<file path="src/rtl/conv_sched_ctrl_pkg.sv">
// conv_sched_ctrl_pkg
// Shared definitions for the convolution scheduler:
//   - default widths for the row/col, channel, output-channel, beat and
//     IFM slot counters
//   - controller state encoding
//   - helper telling whether the IFM row loader may run in a given state
package conv_sched_ctrl_pkg;

  localparam int DEF_W_SIZE       = 10;
  localparam int DEF_W_CHANNEL    = 8;
  localparam int DEF_W_OCH        = 8;
  localparam int DEF_W_FRAME_SIZE = 20;
  localparam int DEF_W_IFM_BUF    = 2;

  typedef enum logic [1:0] {
    ST_IDLE  = 2'd0,
    ST_FILT  = 2'd1,
    ST_HSYNC = 2'd2,
    ST_DATA  = 2'd3
  } state_t;

  function automatic logic loader_state(input state_t s);
    return (s == ST_HSYNC) || (s == ST_DATA);
  endfunction

endpackage

</file>
<file path="src/rtl/conv_sched_ctrl_ifm_row_prefetch.sv">
// ifm_row_prefetch
// Ring-buffered IFM row loader. Tracks how many input rows have landed,
// issues one row request at a time, and reports when the window needed by
// the current output row is resident.
// Ports:
//   clk, rstn         clock, async active-low reset
//   active            loader enabled; low clears all loader state
//   r_in              input-aligned row of the current output row
//   height            frame height H
//   kernel3           1 = 3x3 window (half-width 1), 0 = 1x1
//   ifm_done          row load complete pulse
//   ifm_req           registered one-cycle row request
//   ifm_row, ifm_slot requested row and its ring slot
//   ready             window rows for r_in are all loaded
module ifm_row_prefetch #(
  parameter int W_SIZE      = 10,
  parameter int W_IFM_BUF   = 2,
  parameter int IFM_BUF_CNT = 1 << W_IFM_BUF
) (
  input  logic                 clk,
  input  logic                 rstn,
  input  logic                 active,
  input  logic [W_SIZE-1:0]    r_in,
  input  logic [W_SIZE-1:0]    height,
  input  logic                 kernel3,
  input  logic                 ifm_done,
  output logic                 ifm_req,
  output logic [W_SIZE-1:0]    ifm_row,
  output logic [W_IFM_BUF-1:0] ifm_slot,
  output logic                 ready
);

  // One extra bit so lo + IFM_BUF_CNT and hi + 1 cannot wrap.
  localparam int WE = W_SIZE + 1;

  logic [WE-1:0] rin_e, h_e, k_e, lo, hi, loaded;
  logic          busy, can_req;

  assign rin_e = WE'(r_in);
  assign h_e   = WE'(height);
  assign k_e   = WE'(kernel3);

  assign lo = (rin_e >= k_e) ? rin_e - k_e : '0;
  assign hi = (rin_e + k_e >= h_e) ? h_e - WE'(1) : rin_e + k_e;

  assign ready = loaded >= hi + WE'(1);

  // Capping loaded below lo + IFM_BUF_CNT keeps the next slot written
  // outside the live window [lo, hi].
  assign can_req = active && !busy && (loaded < h_e) &&
                   (loaded < lo + WE'(IFM_BUF_CNT));

  assign ifm_slot = ifm_row[W_IFM_BUF-1:0];

  always_ff @(posedge clk or negedge rstn) begin
    if (!rstn) begin
      loaded  <= '0;
      busy    <= 1'b0;
      ifm_req <= 1'b0;
      ifm_row <= '0;
    end else if (!active) begin
      loaded  <= '0;
      busy    <= 1'b0;
      ifm_req <= 1'b0;
    end else begin
      ifm_req <= can_req;
      if (can_req) begin
        busy    <= 1'b1;
        ifm_row <= loaded[W_SIZE-1:0];
      end else if (busy && ifm_done) begin
        busy   <= 1'b0;
        loaded <= loaded + WE'(1);
      end
    end
  end

endmodule

</file>
<file path="src/rtl/conv_sched_ctrl.sv">
// conv_sched_ctrl
// Convolution scheduler: walks col -> in-channel -> row -> out-channel tile,
// requesting a filter tile per output-channel tile and prefetching IFM rows
// through ifm_row_prefetch. Beats are issued only when the PE accepts them.
// Ports:
//   clk, rstn                 clock, async active-low reset
//   q_start                   start pulse (IDLE only), latches q_* config
//   q_width/q_height          input frame W, H
//   q_channel/q_och           input / output channel tile counts
//   q_kernel3/q_stride2       kernel and stride select
//   q_filt_done/q_ifm_done    buffer manager completions
//   q_pe_ready                PE accepts a beat
//   o_filt_req/o_filt_tile    filter tile request
//   o_ifm_req/o_ifm_row/slot  IFM row request and ring slot
//   o_data_valid              beat issued
//   o_row/o_col/o_chn/o_och   beat position (row/col input-aligned)
//   o_first/last_row/col      padding flags
//   o_beat_cnt                beats issued in current out-channel tile
//   o_done                    pulse after the final beat
//
// state  | meaning
// IDLE   | waiting for q_start
// FILT   | filter tile requested, waiting for q_filt_done
// HSYNC  | waiting for the current output row's IFM window
// DATA   | issuing beats for the current output row
module conv_sched_ctrl
  import conv_sched_ctrl_pkg::*;
#(
  parameter int W_SIZE       = DEF_W_SIZE,
  parameter int W_CHANNEL    = DEF_W_CHANNEL,
  parameter int W_OCH        = DEF_W_OCH,
  parameter int W_FRAME_SIZE = DEF_W_FRAME_SIZE,
  parameter int W_IFM_BUF    = DEF_W_IFM_BUF,
  parameter int IFM_BUF_CNT  = 1 << W_IFM_BUF
) (
  input  logic                    clk,
  input  logic                    rstn,
  input  logic                    q_start,
  input  logic [W_SIZE-1:0]       q_width,
  input  logic [W_SIZE-1:0]       q_height,
  input  logic [W_CHANNEL-1:0]    q_channel,
  input  logic [W_OCH-1:0]        q_och,
  input  logic                    q_kernel3,
  input  logic                    q_stride2,
  input  logic                    q_filt_done,
  input  logic                    q_ifm_done,
  input  logic                    q_pe_ready,
  output logic                    o_filt_req,
  output logic [W_OCH-1:0]        o_filt_tile,
  output logic                    o_ifm_req,
  output logic [W_SIZE-1:0]       o_ifm_row,
  output logic [W_IFM_BUF-1:0]    o_ifm_slot,
  output logic                    o_data_valid,
  output logic [W_SIZE-1:0]       o_row,
  output logic [W_SIZE-1:0]       o_col,
  output logic [W_CHANNEL-1:0]    o_chn,
  output logic [W_OCH-1:0]        o_och,
  output logic                    o_first_row,
  output logic                    o_last_row,
  output logic                    o_first_col,
  output logic                    o_last_col,
  output logic [W_FRAME_SIZE-1:0] o_beat_cnt,
  output logic                    o_done
);

  state_t state, state_nxt;

  logic [W_SIZE-1:0]       cfg_w, cfg_h, row, col, wo, ho, r_in, c_in;
  logic [W_CHANNEL-1:0]    cfg_c, chn;
  logic [W_OCH-1:0]        cfg_o, och;
  logic                    cfg_k3, cfg_s2;
  logic [W_FRAME_SIZE-1:0] beat_cnt;
  logic                    filt_req, done;
  logic                    beat, end_col, end_chn, end_row, end_och, row_wrap;
  logic                    in_data, loader_on, ifm_ready;

  // Output dimensions: ceil(dim / stride).
  assign wo = cfg_s2 ? (cfg_w >> 1) + W_SIZE'(cfg_w[0]) : cfg_w;
  assign ho = cfg_s2 ? (cfg_h >> 1) + W_SIZE'(cfg_h[0]) : cfg_h;

  assign r_in = cfg_s2 ? {row[W_SIZE-2:0], 1'b0} : row;
  assign c_in = cfg_s2 ? {col[W_SIZE-2:0], 1'b0} : col;

  assign beat     = (state == ST_DATA) && q_pe_ready;
  assign end_col  = col == wo - W_SIZE'(1);
  assign end_chn  = chn == cfg_c - W_CHANNEL'(1);
  assign end_row  = row == ho - W_SIZE'(1);
  assign end_och  = och == cfg_o - W_OCH'(1);
  assign row_wrap = beat && end_col && end_chn;

  always_comb begin
    state_nxt = state;
    case (state)
      ST_IDLE:  if (q_start)     state_nxt = ST_FILT;
      ST_FILT:  if (q_filt_done) state_nxt = ST_HSYNC;
      ST_HSYNC: if (ifm_ready)   state_nxt = ST_DATA;
      ST_DATA: begin
        if (row_wrap) begin
          if (!end_row)      state_nxt = ST_HSYNC;
          else if (!end_och) state_nxt = ST_FILT;
          else               state_nxt = ST_IDLE;
        end
      end
      default: state_nxt = ST_IDLE;
    endcase
  end

  // Loader follows the next state so that leaving for FILT clears it on the
  // same edge and entering HSYNC lets the first request go out immediately.
  assign loader_on = loader_state(state_nxt);

  always_ff @(posedge clk or negedge rstn) begin
    if (!rstn) begin
      state    <= ST_IDLE;
      filt_req <= 1'b0;
      done     <= 1'b0;
      cfg_w    <= '0;
      cfg_h    <= '0;
      cfg_c    <= '0;
      cfg_o    <= '0;
      cfg_k3   <= 1'b0;
      cfg_s2   <= 1'b0;
      row      <= '0;
      col      <= '0;
      chn      <= '0;
      och      <= '0;
      beat_cnt <= '0;
    end else begin
      state    <= state_nxt;
      filt_req <= (state_nxt == ST_FILT) && (state != ST_FILT);
      done     <= row_wrap && end_row && end_och;
      if (state == ST_IDLE && q_start) begin
        cfg_w    <= q_width;
        cfg_h    <= q_height;
        cfg_c    <= q_channel;
        cfg_o    <= q_och;
        cfg_k3   <= q_kernel3;
        cfg_s2   <= q_stride2;
        row      <= '0;
        col      <= '0;
        chn      <= '0;
        och      <= '0;
        beat_cnt <= '0;
      end else if (beat) begin
        beat_cnt <= beat_cnt + W_FRAME_SIZE'(1);
        if (!end_col) begin
          col <= col + W_SIZE'(1);
        end else begin
          col <= '0;
          if (!end_chn) begin
            chn <= chn + W_CHANNEL'(1);
          end else begin
            chn <= '0;
            if (!end_row) begin
              row <= row + W_SIZE'(1);
            end else begin
              row <= '0;
              // Final tile keeps its beat total visible after o_done.
              if (!end_och) begin
                och      <= och + W_OCH'(1);
                beat_cnt <= '0;
              end
            end
          end
        end
      end
    end
  end

  ifm_row_prefetch #(
    .W_SIZE      (W_SIZE),
    .W_IFM_BUF   (W_IFM_BUF),
    .IFM_BUF_CNT (IFM_BUF_CNT)
  ) u_prefetch (
    .clk      (clk),
    .rstn     (rstn),
    .active   (loader_on),
    .r_in     (r_in),
    .height   (cfg_h),
    .kernel3  (cfg_k3),
    .ifm_done (q_ifm_done),
    .ifm_req  (o_ifm_req),
    .ifm_row  (o_ifm_row),
    .ifm_slot (o_ifm_slot),
    .ready    (ifm_ready)
  );

  assign in_data = state == ST_DATA;

  assign o_filt_req   = filt_req;
  assign o_filt_tile  = och;
  assign o_data_valid = beat;
  assign o_row        = r_in;
  assign o_col        = c_in;
  assign o_chn        = chn;
  assign o_och        = och;
  assign o_beat_cnt   = beat_cnt;
  assign o_done       = done;

  // Flags are qualified by DATA so they read 0 outside a row and hold
  // steady while the PE stalls.
  assign o_first_row = in_data && (r_in == '0);
  assign o_last_row  = in_data && (r_in == cfg_h - W_SIZE'(1));
  assign o_first_col = in_data && (c_in == '0);
  assign o_last_col  = in_data && (c_in == cfg_w - W_SIZE'(1));

endmodule

</file>
<file path="config.mk">
export PLATFORM = sky130hd
export DESIGN_NAME = conv_sched_ctrl
export DESIGN_NICKNAME = d
export VERILOG_FILES = /design/src/rtl/conv_sched_ctrl_pkg.sv /design/src/rtl/conv_sched_ctrl_ifm_row_prefetch.sv /design/src/rtl/conv_sched_ctrl.sv
export SDC_FILE = /design/constraint.sdc
export NUM_CORES = 1
export LEC_CHECK = 0
export CAP_MARGIN = 20
export CORE_ASPECT_RATIO = 1.25
export CORE_MARGIN = 3
export CORE_UTILIZATION = 45
export DETAILED_ROUTE_END_ITERATION = 16
export GPL_TIMING_DRIVEN = 0
export PLACE_DENSITY_LB_ADDON = 0.15
export SKIP_LAST_GASP = 1
export SLEW_MARGIN = 20
export SYNTH_ARGS = -nofsm -noshare
export SYNTH_HDL_FRONTEND = slang
export SYNTH_HIERARCHICAL = 1
export SYNTH_SLANG_ARGS = --single-unit
</file>
<file path="constraint.sdc">
create_clock -name clk -period 8.6 [get_ports clk]
set_clock_uncertainty 0.2 [all_clocks]
set_input_delay 1.29 -clock clk [delete_from_list [all_inputs] [get_ports clk]]
set_output_delay 1.29 -clock clk [all_outputs]
set_load 0.02 [all_outputs]
</file>
# Yosys cells after proc, flatten, opt, wreduce, memory -nomap -nowiden
# Index checks and enable logic that the tools add are counted.
[classes]
n_addsub = 19
magnitude_cmp = 5
n_eq_ne = 17
muxes = 44
reduce_logical = 29
[ops]
columns = ["op", "n"]
rows = [
  ["2-to-1 mux 10 bit", 12],
  ["2-to-1 mux 20 bit", 6],
  ["2-to-1 mux 8 bit", 10],
  ["2-to-1 mux 11 bit", 5],
  ["== test 10 bit", 4],
  ["subtractor 10 x 1 -> 10 bit (second input constant)", 4],
  ["adder 11 x 1 -> 11 bit (second input constant)", 2],
  ["adder 10 x 1 -> 10 bit (second input constant)", 2],
  ["adder 20 x 1 -> 20 bit (second input constant)", 1],
  ["adder 9 x 1 -> 10 bit", 2],
  ["zero test 10 bit", 2],
  ["adder 8 x 1 -> 8 bit (second input constant)", 2],
  ["== test 8 bit", 2],
  ["subtractor 8 x 1 -> 8 bit (second input constant)", 2],
  ["logical AND 1 bit", 15],
  ["adder 10 x 1 -> 11 bit", 1],
  ["adder 11 x 3 -> 11 bit (second input constant)", 1],
  ["greater-or-equal comparator 11 x 10 -> 1 bit", 1],
  ["greater-or-equal comparator 11 bit", 1],
  ["< comparator 11 x 10 -> 1 bit", 1],
  ["< comparator 11 bit", 1],
  ["subtractor 10 x 1 -> 11 bit", 1],
  ["subtractor 10 x 1 -> 11 bit (second input constant)", 1],
  ["greater-or-equal comparator 10 x 1 -> 1 bit", 1],
  ["other kinds (15)", 34],
]
[totals]
register_bits = 121
in_bits = 44
output_inout_bits = 84
wordCells = 132

# Depth between registers and ports, before layout
# Gate-level depths: netlist of run 1.
[depth]
ltp_word = 15
mapped_depth = 42
depth_no_buf = 32

# By module
# The synthesis of run 1 kept the hierarchy.
[by_module_without_submodules]
columns = ["mod", "n_inst", "cells_per_inst", "area_per_inst_um2", "seq_area_each_um2"]
rows = [
  ["conv_sched_ctrl", 1, 954, 7612.3, 2452.4],
  ["ifm_row_prefetch", 1, 405, 3385.7, 575.6],
]

# Worst setup path after synthesis of run 1
# OpenSTA, ideal clock, no wires.
[synth_timing]
path_type = "register to register"
start = "reg cfg_s2"
end = "reg beat_cnt[10] (netlist: o_beat_cnt[10])"
setup_time_ns = 0.086
arrival_time_ns = 7.789
required_time_ns = 8.314
slack_ns = 0.525
path_stages_with_launch = 43
path_buffers = 11
synth_period_minus_slack_ns = 8.075
cell_sequence = "dfrtp_1 buf_2 buf_2 clkbuf_1 buf_2 buf_1 mux2i_1 inv_1 buf_2 buf_2 nand2_1 nor2_1 nand4_1 xnor2_1 ha_1 a21o_1 a21oi_1 o21ai_0 [7 not listed] o21a_1 xnor2_1 nor2_1 a21oi_1 ha_1 a21oi_1 o21ai_0 a21o_1 a2111oi_0 o21ai_0 o21ai_0 a21oi_1 nand2_1 inv_1 and3_1 clkbuf_1 clkbuf_1 nor3_1"
[synth_via]
elab_chain_len = 8
word_cells_on_any_way = 11
cone_classes = "2 x add/sub; 2 x eq/ne; 7 x mux"
[synth_rtl]
columns = ["element", "line_no", "rtl"]
rows = [
  ["start, declared", "conv_sched_ctrl.sv:71", "logic cfg_k3, cfg_s2;"],
  ["start signal, assigned", "conv_sched_ctrl.sv:138", "cfg_s2 <= q_stride2;"],
  ["2-to-1 mux 10 bit", "conv_sched_ctrl.sv:79", "assign ho = cfg_s2 ? (cfg_h >> 1) + W_SIZE'(cfg_h[0]) : cfg_h;"],
  ["subtractor 10 x 1 -> 10 bit", "conv_sched_ctrl.sv:87", "assign end_row = row == ho - W_SIZE'(1);"],
  ["== test 10 bit", "conv_sched_ctrl.sv:87", ""],
  ["2-to-1 mux 20 bit", "conv_sched_ctrl.sv:154", "if (!end_row) begin"],
  ["2-to-1 mux 20 bit", "conv_sched_ctrl.sv:150", "if (!end_chn) begin"],
  ["2-to-1 mux 20 bit *", "conv_sched_ctrl.sv:146", "if (!end_col) begin"],
  ["2-to-1 mux 20 bit *", "conv_sched_ctrl.sv:144", "end else if (beat) begin"],
  ["2-to-1 mux 20 bit *", "conv_sched_ctrl.sv:132", "if (state == ST_IDLE && q_start) begin"],
  ["end signal, assigned", "conv_sched_ctrl.sv:145", "beat_cnt <= beat_cnt + W_FRAME_SIZE'(1);"],
  ["end, declared", "conv_sched_ctrl.sv:72", "logic [W_FRAME_SIZE-1:0] beat_cnt;"],
]
# Every way passes the cells marked *; elsewhere a longest branch is shown, timed or not. The select of a mux whose other input is x is not followed.
# A chain may end at the register's enable or synchronous reset.

# Final worst setup path of run 1
[layout_timing]
start = "reg cfg_s2"
end = "reg beat_cnt[17] (netlist: o_beat_cnt[17])"
# Same word-level chain as after synthesis.

==> results.md, run 1 <==
* Critical path endpoint category: flop
* Remaining max-slew budget at the tightest pin at 0.2850
* Iteration-0 DRC Markers at around 630
* Wire length of the first global-routing pass at 52,650 µm
* Maximum level of the CTS H-tree at 4
* Post-detailed-routing wire length at 32,610 µm
* Critical setup path kind: reg2reg
* Final antenna-violating net count at 0
* Share of post-route cells with drive strength above 1 at 0.07768
* Most frequent standard cell in the layout excluding fill and tap cells: sky130_fd_sc_hd__nand2_1
* Largest cells by area after synthesis: sky130_fd_sc_hd__dfrtp_1 28%, sky130_fd_sc_hd__xnor2_1 8.0%, sky130_fd_sc_hd__ha_1 7.2%
* Dominant synthesized flop cell: sky130_fd_sc_hd__dfrtp_1
* Share of synthesized flip-flops with an asynchronous set or reset at 1.000
* Worst Setup Slack, final at 559.6 ps
* Final Cycle Share at 0.9349
* Horizontal die dimension at 145.8 µm
* Crit path required time at around 8700 ps
* Die area at 0.02636 mm²
* Count of nets after finishing at 1,613
* Number of vias after detailed routing at ~10k
* Mapped cell area at 0.01100 mm²
* Row count at 63
* Fraction of the yosys area taken by sequential cells at 0.2753
* Drt pass-1 iters at 5
* Max-cap violations at 0
* Hold buffer count at cts at 0
* Port Buffer Count at ~130
* CTS clk-pin slew, worst paths at roughly 70 ps
* Critical-path maximum fanout at 28
* Bufs and invs on worst path at 9
* Leftover overflow at the end of global routing at 0
* Setup TNS at 0 ps
* Starting Density at 0.4605
* Register cell area after layout at just over 0.003 mm²
* Dominant cell type by area after synthesis: sky130_fd_sc_hd__dfrtp_1
* Area growth, synth to finish at 21.76%
* Pre-CTS setup slack at -1773 ps
* Clock sinks at 121
* Per-cell via count in the routed design at roughly 5.6
* Fillcell total at 2,298
* Final count of negative-setup-slack endpoints at 0
* Clk Tree Root Cell: sky130_fd_sc_hd__clkbuf_16
* Maximum buffer depth of the clock tree at 2
* Gp weighted congestion at between 0.8 and 0.9
* Highest-count cells in the layout ignoring fill and taps: 190 x sky130_fd_sc_hd__nand2_1, 126 x sky130_fd_sc_hd__clkdlybuf4s50_1, 121 x sky130_fd_sc_hd__dfrtp_1, 100 x sky130_fd_sc_hd__xnor2_1, 81 x sky130_fd_sc_hd__nor2_1
* Final worst path period need at between 8000 and 9000 ps
* Area share of the largest cell type after synthesis at 0.2753
* Top-Level Pins at 128
* Crit path DAT at about 8200 ps
* Drt wl/cell at 17.68 µm
* Vias in the first global route at 10.00k
* Clock tree from TritonCTS: done
* Total core area at 0.02388 mm²
* Inserted Diodes at 0
* Number of failing hold endpoints at the final stage at 0
* Global Route Usage Sum at 0.2423
* Outcome: completed
* Type of the most critical hold path: reg2reg
* Detailed placement HPWL at 24,780 µm
* Power per cell area at 324.6 mW/mm²
* CTS Buf Count at 17
* Insertion delay to the later sink of the worst-skew pair at 430 ps
* Largest net degree at the start of global routing at 63
* CP peak stage delay at around 400 ps
* Top delay family on crit path: compound AO/OA/AOI/OAI gates
* Vertical die dimension at 180.8 µm
* Final count of pins violating max slew at 0
* Distinct cell type count after synthesis at approximately 90
* Worst vdd rail ir drop at 0.1560 mV
* Syn_nets at roughly 1.5k
* Mapped Cells at 1,359
* Overall power at between 4000 and 5000 µW
* Pin slew with the least headroom to its limit at 1064 ps
* Initial antenna violation count at 0
* Count of unresolved DRC violations after routing at 0
* Total area of multi-input combinational cells at between 0.007 and 0.008 mm²
* Critical path launch point type: flop
* Mean instance size in the synthesized netlist at 8.093 µm²
* Warnings from Yosys at 6
* CP dominant cell by count: sky130_fd_sc_hd__a21oi_1
* Reported leakage power at 0.005795 µW
* Count of flip-flops with a built-in enable after synthesis at 0
* Post-synthesis sequential element count at 121
* Standard cell with the maximum stage delay on the critical path: sky130_fd_sc_hd__a2111oi_2
* Peak Freq at 0.1244 GHz
-- final cells by class --
class                   instances  share of cell area
flip-flops and latches        121              0.2261
clock buffers                  17             0.03177
inverters                      66             0.01850
plain buffers                  85             0.03279
well taps                     325             0.03037
clock inverters                15             0.01345
repair buffers                131             0.09904
multi-input cells            1084              0.5480
-- registers in the layout (all words and copies together), names as in the netlist --
| name | count |
|---|---|
| cfg_c | 8 |
| u_prefetch/loaded | 11 |
| o_beat_cnt | 20 |
| o_filt_req | 1 |
| cfg_k3 | 1 |
| row | 10 |
| o_done | 1 |
| u_prefetch/ifm_req | 1 |
| u_prefetch/ifm_row | 10 |
| cfg_h | 10 |
| state | 2 |
| cfg_s2 | 1 |
| col | 10 |
| cfg_o | 8 |
| u_prefetch/busy | 1 |
| cfg_w | 10 |
| o_filt_tile | 8 |
| o_chn | 8 |
-- synth_stat cells (21+ instances only) --
cell,instances
sky130_fd_sc_hd__a21oi_1,50
sky130_fd_sc_hd__nand2b_1,21
sky130_fd_sc_hd__ha_1,63
sky130_fd_sc_hd__nand2_1,190
sky130_fd_sc_hd__clkbuf_1,55
sky130_fd_sc_hd__nor3_1,54
sky130_fd_sc_hd__nand4_1,27
sky130_fd_sc_hd__xor2_1,39
sky130_fd_sc_hd__mux2i_1,40
sky130_fd_sc_hd__inv_1,65
sky130_fd_sc_hd__nor2_1,81
sky130_fd_sc_hd__o21ai_0,52
sky130_fd_sc_hd__and3_1,24
sky130_fd_sc_hd__nand3_1,53
sky130_fd_sc_hd__dfrtp_1,121
sky130_fd_sc_hd__xnor2_1,101
-- routing by layer --
layer / part of all wire / GRT usage / vias up
met3: 0.037 / 0.03512 / 39
met5: 0 / 0 / -
met1: 0.44 / 0.3068 / 4942
met2: 0.51 / 0.4306 / 269
li1: - / - / 5113
met4: 0.019 / 0.06651 / 0
-- timing repair --
| item | CTS | global route |
|---|---|---|
| setup buffers | 1 | 2 |
| setup endpoints to repair | 28 | 24 |
| gates resized for setup | 9 | 14 |
| pin swaps | 0 | 1 |
-- path summary, 6_finish.rpt --
path / to / start / slack, ps / depth (start not counted)
worst max-delay path: o_beat_cnt[17]$_DFFE_PN0P_ / cfg_s2$_DFFE_PN0P_ / 560 / 35
worst min-delay path: u_prefetch/ifm_row[6]$_DFFE_PN0N_ / u_prefetch/ifm_row[6]$_DFFE_PN0N_ / 290 / 1
worst max register to register: o_beat_cnt[17]$_DFFE_PN0P_ / cfg_s2$_DFFE_PN0P_ / 560 / 35
worst min register to register: u_prefetch/ifm_row[6]$_DFFE_PN0N_ / u_prefetch/ifm_row[6]$_DFFE_PN0N_ / 290 / 1
max in group asynchronous: cfg_h[0]$_DFFE_PN0P_ / rstn / 6890 / 2
min in group asynchronous: u_prefetch/ifm_req$_DFF_PN0_ / rstn / 590 / 1
-- through the flow --
step                        util  hold slack, ps  instance area (µm²)  cells
final                     0.5607           289.0                13390   1844
after global routing      0.5607           309.6                13390   1844
after CTS                 0.5581           292.9                13330   1843
after detailed placement  0.5321           278.7                12710   1812
after global placement    0.5307           267.2                12680   1811
after floorplan                -           265.2                11000   1359
-- worst register-to-register path: cells and delay by family, from the launching register on --
family | cells | cell delay (ps)
fa+ha+maj | 4 | 1110
buf+inv | 9 | 1890
compound gates | 14 | 2330
flops | 1 | 330
mux | 2 | 670
xor+xnor | 2 | 610
simple gates | 4 | 830
-- power by group --
group | leakage, µW | total (µW) | internal [µW] | switching [µW]
Clock | 0.000289 | 758 | 440 | 318
Sequential | 0.00156 | 913 | 710 | 203
Combinational | 0.00394 | 2680 | 1150 | 1520
-- kinds of logic after synthesis --
kind of cell,count (synthesis),synth area share
buf+inv,154,0.06155
compound gates,237,0.1443
mux,52,0.05142
fa+ha+maj,63,0.07167
simple gates,592,0.2843
flops,121,0.2753
xor+xnor,140,0.1115
(Power assumes the default switching activity.)
==> inputs of run 2 (changes only) <==
DONT_BUFFER_PORTS = 1   (was not set)
==> run 2 against run 1 <==
Compared with the run above: routed wire length decreased by 0.66%; fmax increased by 3.1%; power is 4.4% lower; setup slack better by 240 ps; register-to-register slack gained 240 ps; critical path type unchanged; largest cell class unchanged.
==> results.md, run 2 (synthesized netlist as in run 1, its figures left out) <==
* Outcome: completed
* Crit path required time at 8740 ps
* Leftover overflow at the end of global routing at 0
* Gp weighted congestion at 0.8972
* Remaining max-slew budget at the tightest pin at 0.2927
* CTS clk-pin slew, worst paths at 60 ps
* Highest-count cells in the layout ignoring fill and taps: 190 x sky130_fd_sc_hd__nand2_1, 121 x sky130_fd_sc_hd__dfrtp_1, 98 x sky130_fd_sc_hd__xnor2_1, 81 x sky130_fd_sc_hd__nor2_1, 62 x sky130_fd_sc_hd__ha_1
* Final worst path period need at 7800 ps
* Max FFs per register at 20
* CTS Buf Count at 17
* Die area at 0.02636 mm²
* Iteration-0 DRC Markers at 483
* Crit path DAT at 7940 ps
* Setup repair after global routing missed its margin: false
* Drt wl/cell at ~19 µm
* Initial antenna violation count at 0
* Total core area at 0.02388 mm²
* Critical path launch point type: flop
* Largest net degree at the start of global routing at roughly 120
* Vertical die dimension at 180.8 µm
* Global Route Usage Sum at 0.2454
* Per-cell via count in the routed design at roughly 5.8
* Final antenna-violating net count at 0
* Max-cap violations at 0
* Starting Density at 0.4605
* Critical-path maximum fanout at 28
* Type of the most critical hold path: reg2reg
* CP peak stage delay at 420 ps
* Hold Path Depth at 2
* Reported leakage power at 0.005304 µW
* Final count of pins violating max slew at 0
* Peak Freq at 0.1282 GHz
* R2R Setup Slk at 800 ps
* Final Cycle Share at 0.9070
* Pin slew with the least headroom to its limit at 1053 ps
* Power per cell area at 345.0 mW/mm²
* Setup TNS at 0 ps
* Fillcell total at 2,392
* Placed cells at 1,684
* Number of failing hold endpoints at the final stage at 0
* Inserted Diodes at 0
* Vias in the first global route at 9,843
* Drt pass-1 iters at 5
* Critical setup path kind: reg2reg
* Hold buffer count at cts at 0
* Horizontal die dimension at 145.8 µm
* Clk Tree Root Cell: sky130_fd_sc_hd__clkbuf_16
* Count of nets after finishing at roughly 1.5k
* Critical path endpoint category: flop
* Worst Hold Slack at between 200 and 300 ps
* Endpoint with the worst hold slack: cfg_o[7]$_DFFE_PN0P_
* Area growth, synth to finish at 9.522%
* Hold path start: cfg_o[7]$_DFFE_PN0P_
* Post-route core utilization at 0.5043
* Count of unresolved DRC violations after routing at 0
* Insertion delay to the later sink of the worst-skew pair at 430 ps
* Standard cell with the maximum stage delay on the critical path: sky130_fd_sc_hd__nor2b_2
* Critical R2R Capture: o_beat_cnt[8]$_DFFE_PN0P_
* Most frequent standard cell in the layout excluding fill and tap cells: sky130_fd_sc_hd__nand2_1
* Post-detailed-routing wire length at 32,400 µm
* FF-to-FF Start: cfg_s2$_DFFE_PN0P_
* Top-Level Pins at 128
* Detailed placement HPWL at around 25,000 µm
* Port Buffer Count at 0
* Number of vias after detailed routing at 9,961
* CP dominant cell by count: sky130_fd_sc_hd__a21oi_1
* Maximum buffer depth of the clock tree at 2
* Overall power at 4155 µW
* Cell Count, Final, Fillers Out at 1,712
* Clock tree from TritonCTS: done
* Worst vdd rail ir drop at 0.1916 mV
* Row count at between 60 and 70
* Wire length of the first global-routing pass at 52,580 µm
* Clock sinks at 121
* Depth of the most critical reg-to-reg path at 34
* Share of post-route cells with drive strength above 1 at 0.08796
* Final count of negative-setup-slack endpoints at 0
* Maximum level of the CTS H-tree at 4
run 2: changes by cell type in the layout (fill, tap and decap cells not counted), sizes merged:
| cell | before | now |
|---|---|---|
| buf | 36 | 29 |
| inv | 74 | 65 |
| clkdlybuf4s50 | 126 | 0 |
| clkbuf | 70 | 73 |
| clkinv | 2 | 9 |
run 2: per-layer routing:
metal	part of all wire	vias to the layer above	routed length, µm	GRT usage
met5	0	-	0	0
met4	0.027	0	871	0.08134
met3	0.046	57	1500	0.05419
met2	0.51	245	16540	0.4424
met1	0.42	4815	13490	0.2879
li1	-	4844	-	-
run 2: repair_timing:
item	in CTS	in global routing
gates resized for setup	10	21
pin swaps	0	2
buffers inserted	1	0
setup endpoints to repair	28	27
run 2: through the flow:
| stage | setup WS [ps] | cell area, µm² |
|---|---|---|
| final | 799.8 | 12050 |
| after global routing | 163.1 | 12050 |
| after CTS | 21.56 | 11990 |
| after detailed placement | -1921 | 11400 |
| after global placement | -1811 | 11400 |
| after floorplan | 524.5 | 11000 |
run 2: how the worst max path moves through the flow:
| stage | startpoint | end | slack [ps] | depth (start not counted) |
|---|---|---|---|---|
| global route | cfg_s2$_DFFE_PN0P_ | o_beat_cnt[8]$_DFFE_PN0P_ | 160 | 36 |
| floorplan | cfg_s2$_DFFE_PN0P_ | o_beat_cnt[10]$_DFFE_PN0P_ | 520 | 42 |
| finish | cfg_s2$_DFFE_PN0P_ | o_beat_cnt[8]$_DFFE_PN0P_ | 800 | 34 |
| CTS | cfg_s2$_DFFE_PN0P_ | o_beat_cnt[8]$_DFFE_PN0P_ | 20 | 37 |
| detailed placement | cfg_s2$_DFFE_PN0P_ | o_beat_cnt[12]$_DFFE_PN0P_ | -1920 | 40 |
| global placement | cfg_s2$_DFFE_PN0P_ | o_beat_cnt[8]$_DFFE_PN0P_ | -1810 | 40 |
run 2: worst max-delay path, delay by kind of cell, from the launching register on:
| kind | cells | cell delay, ps |
|---|---|---|
| simple gates | 6 | 1520 |
| fa+ha+maj | 5 | 1340 |
| flops | 1 | 370 |
| compound gates | 13 | 2080 |
| mux | 1 | 260 |
| buf+inv | 7 | 1460 |
| xor+xnor | 2 | 450 |
run 2: area by class of cell:
class,count,area (µm²),area share
plain buffers,84,436.7,0.03625
clock buffers,18,439.2,0.03646
clock inverters,13,130.1,0.01080
inverters,66,247.7,0.02057
multi-input cells,1084,7350,0.6102
flip-flops and latches,121,3028,0.2514
well taps,325,406.6,0.03376
repair buffers,1,7.507,0.0006232
run 2: power breakdown:
| group | switching, µW | internal [µW] | total (µW) |
|---|---|---|---|
| Combinational | 1470 | 1040 | 2510 |
| Sequential | 229 | 711 | 940 |
| Clock | 276 | 429 | 705 |
| Total | 1970 | 2180 | 4160 |
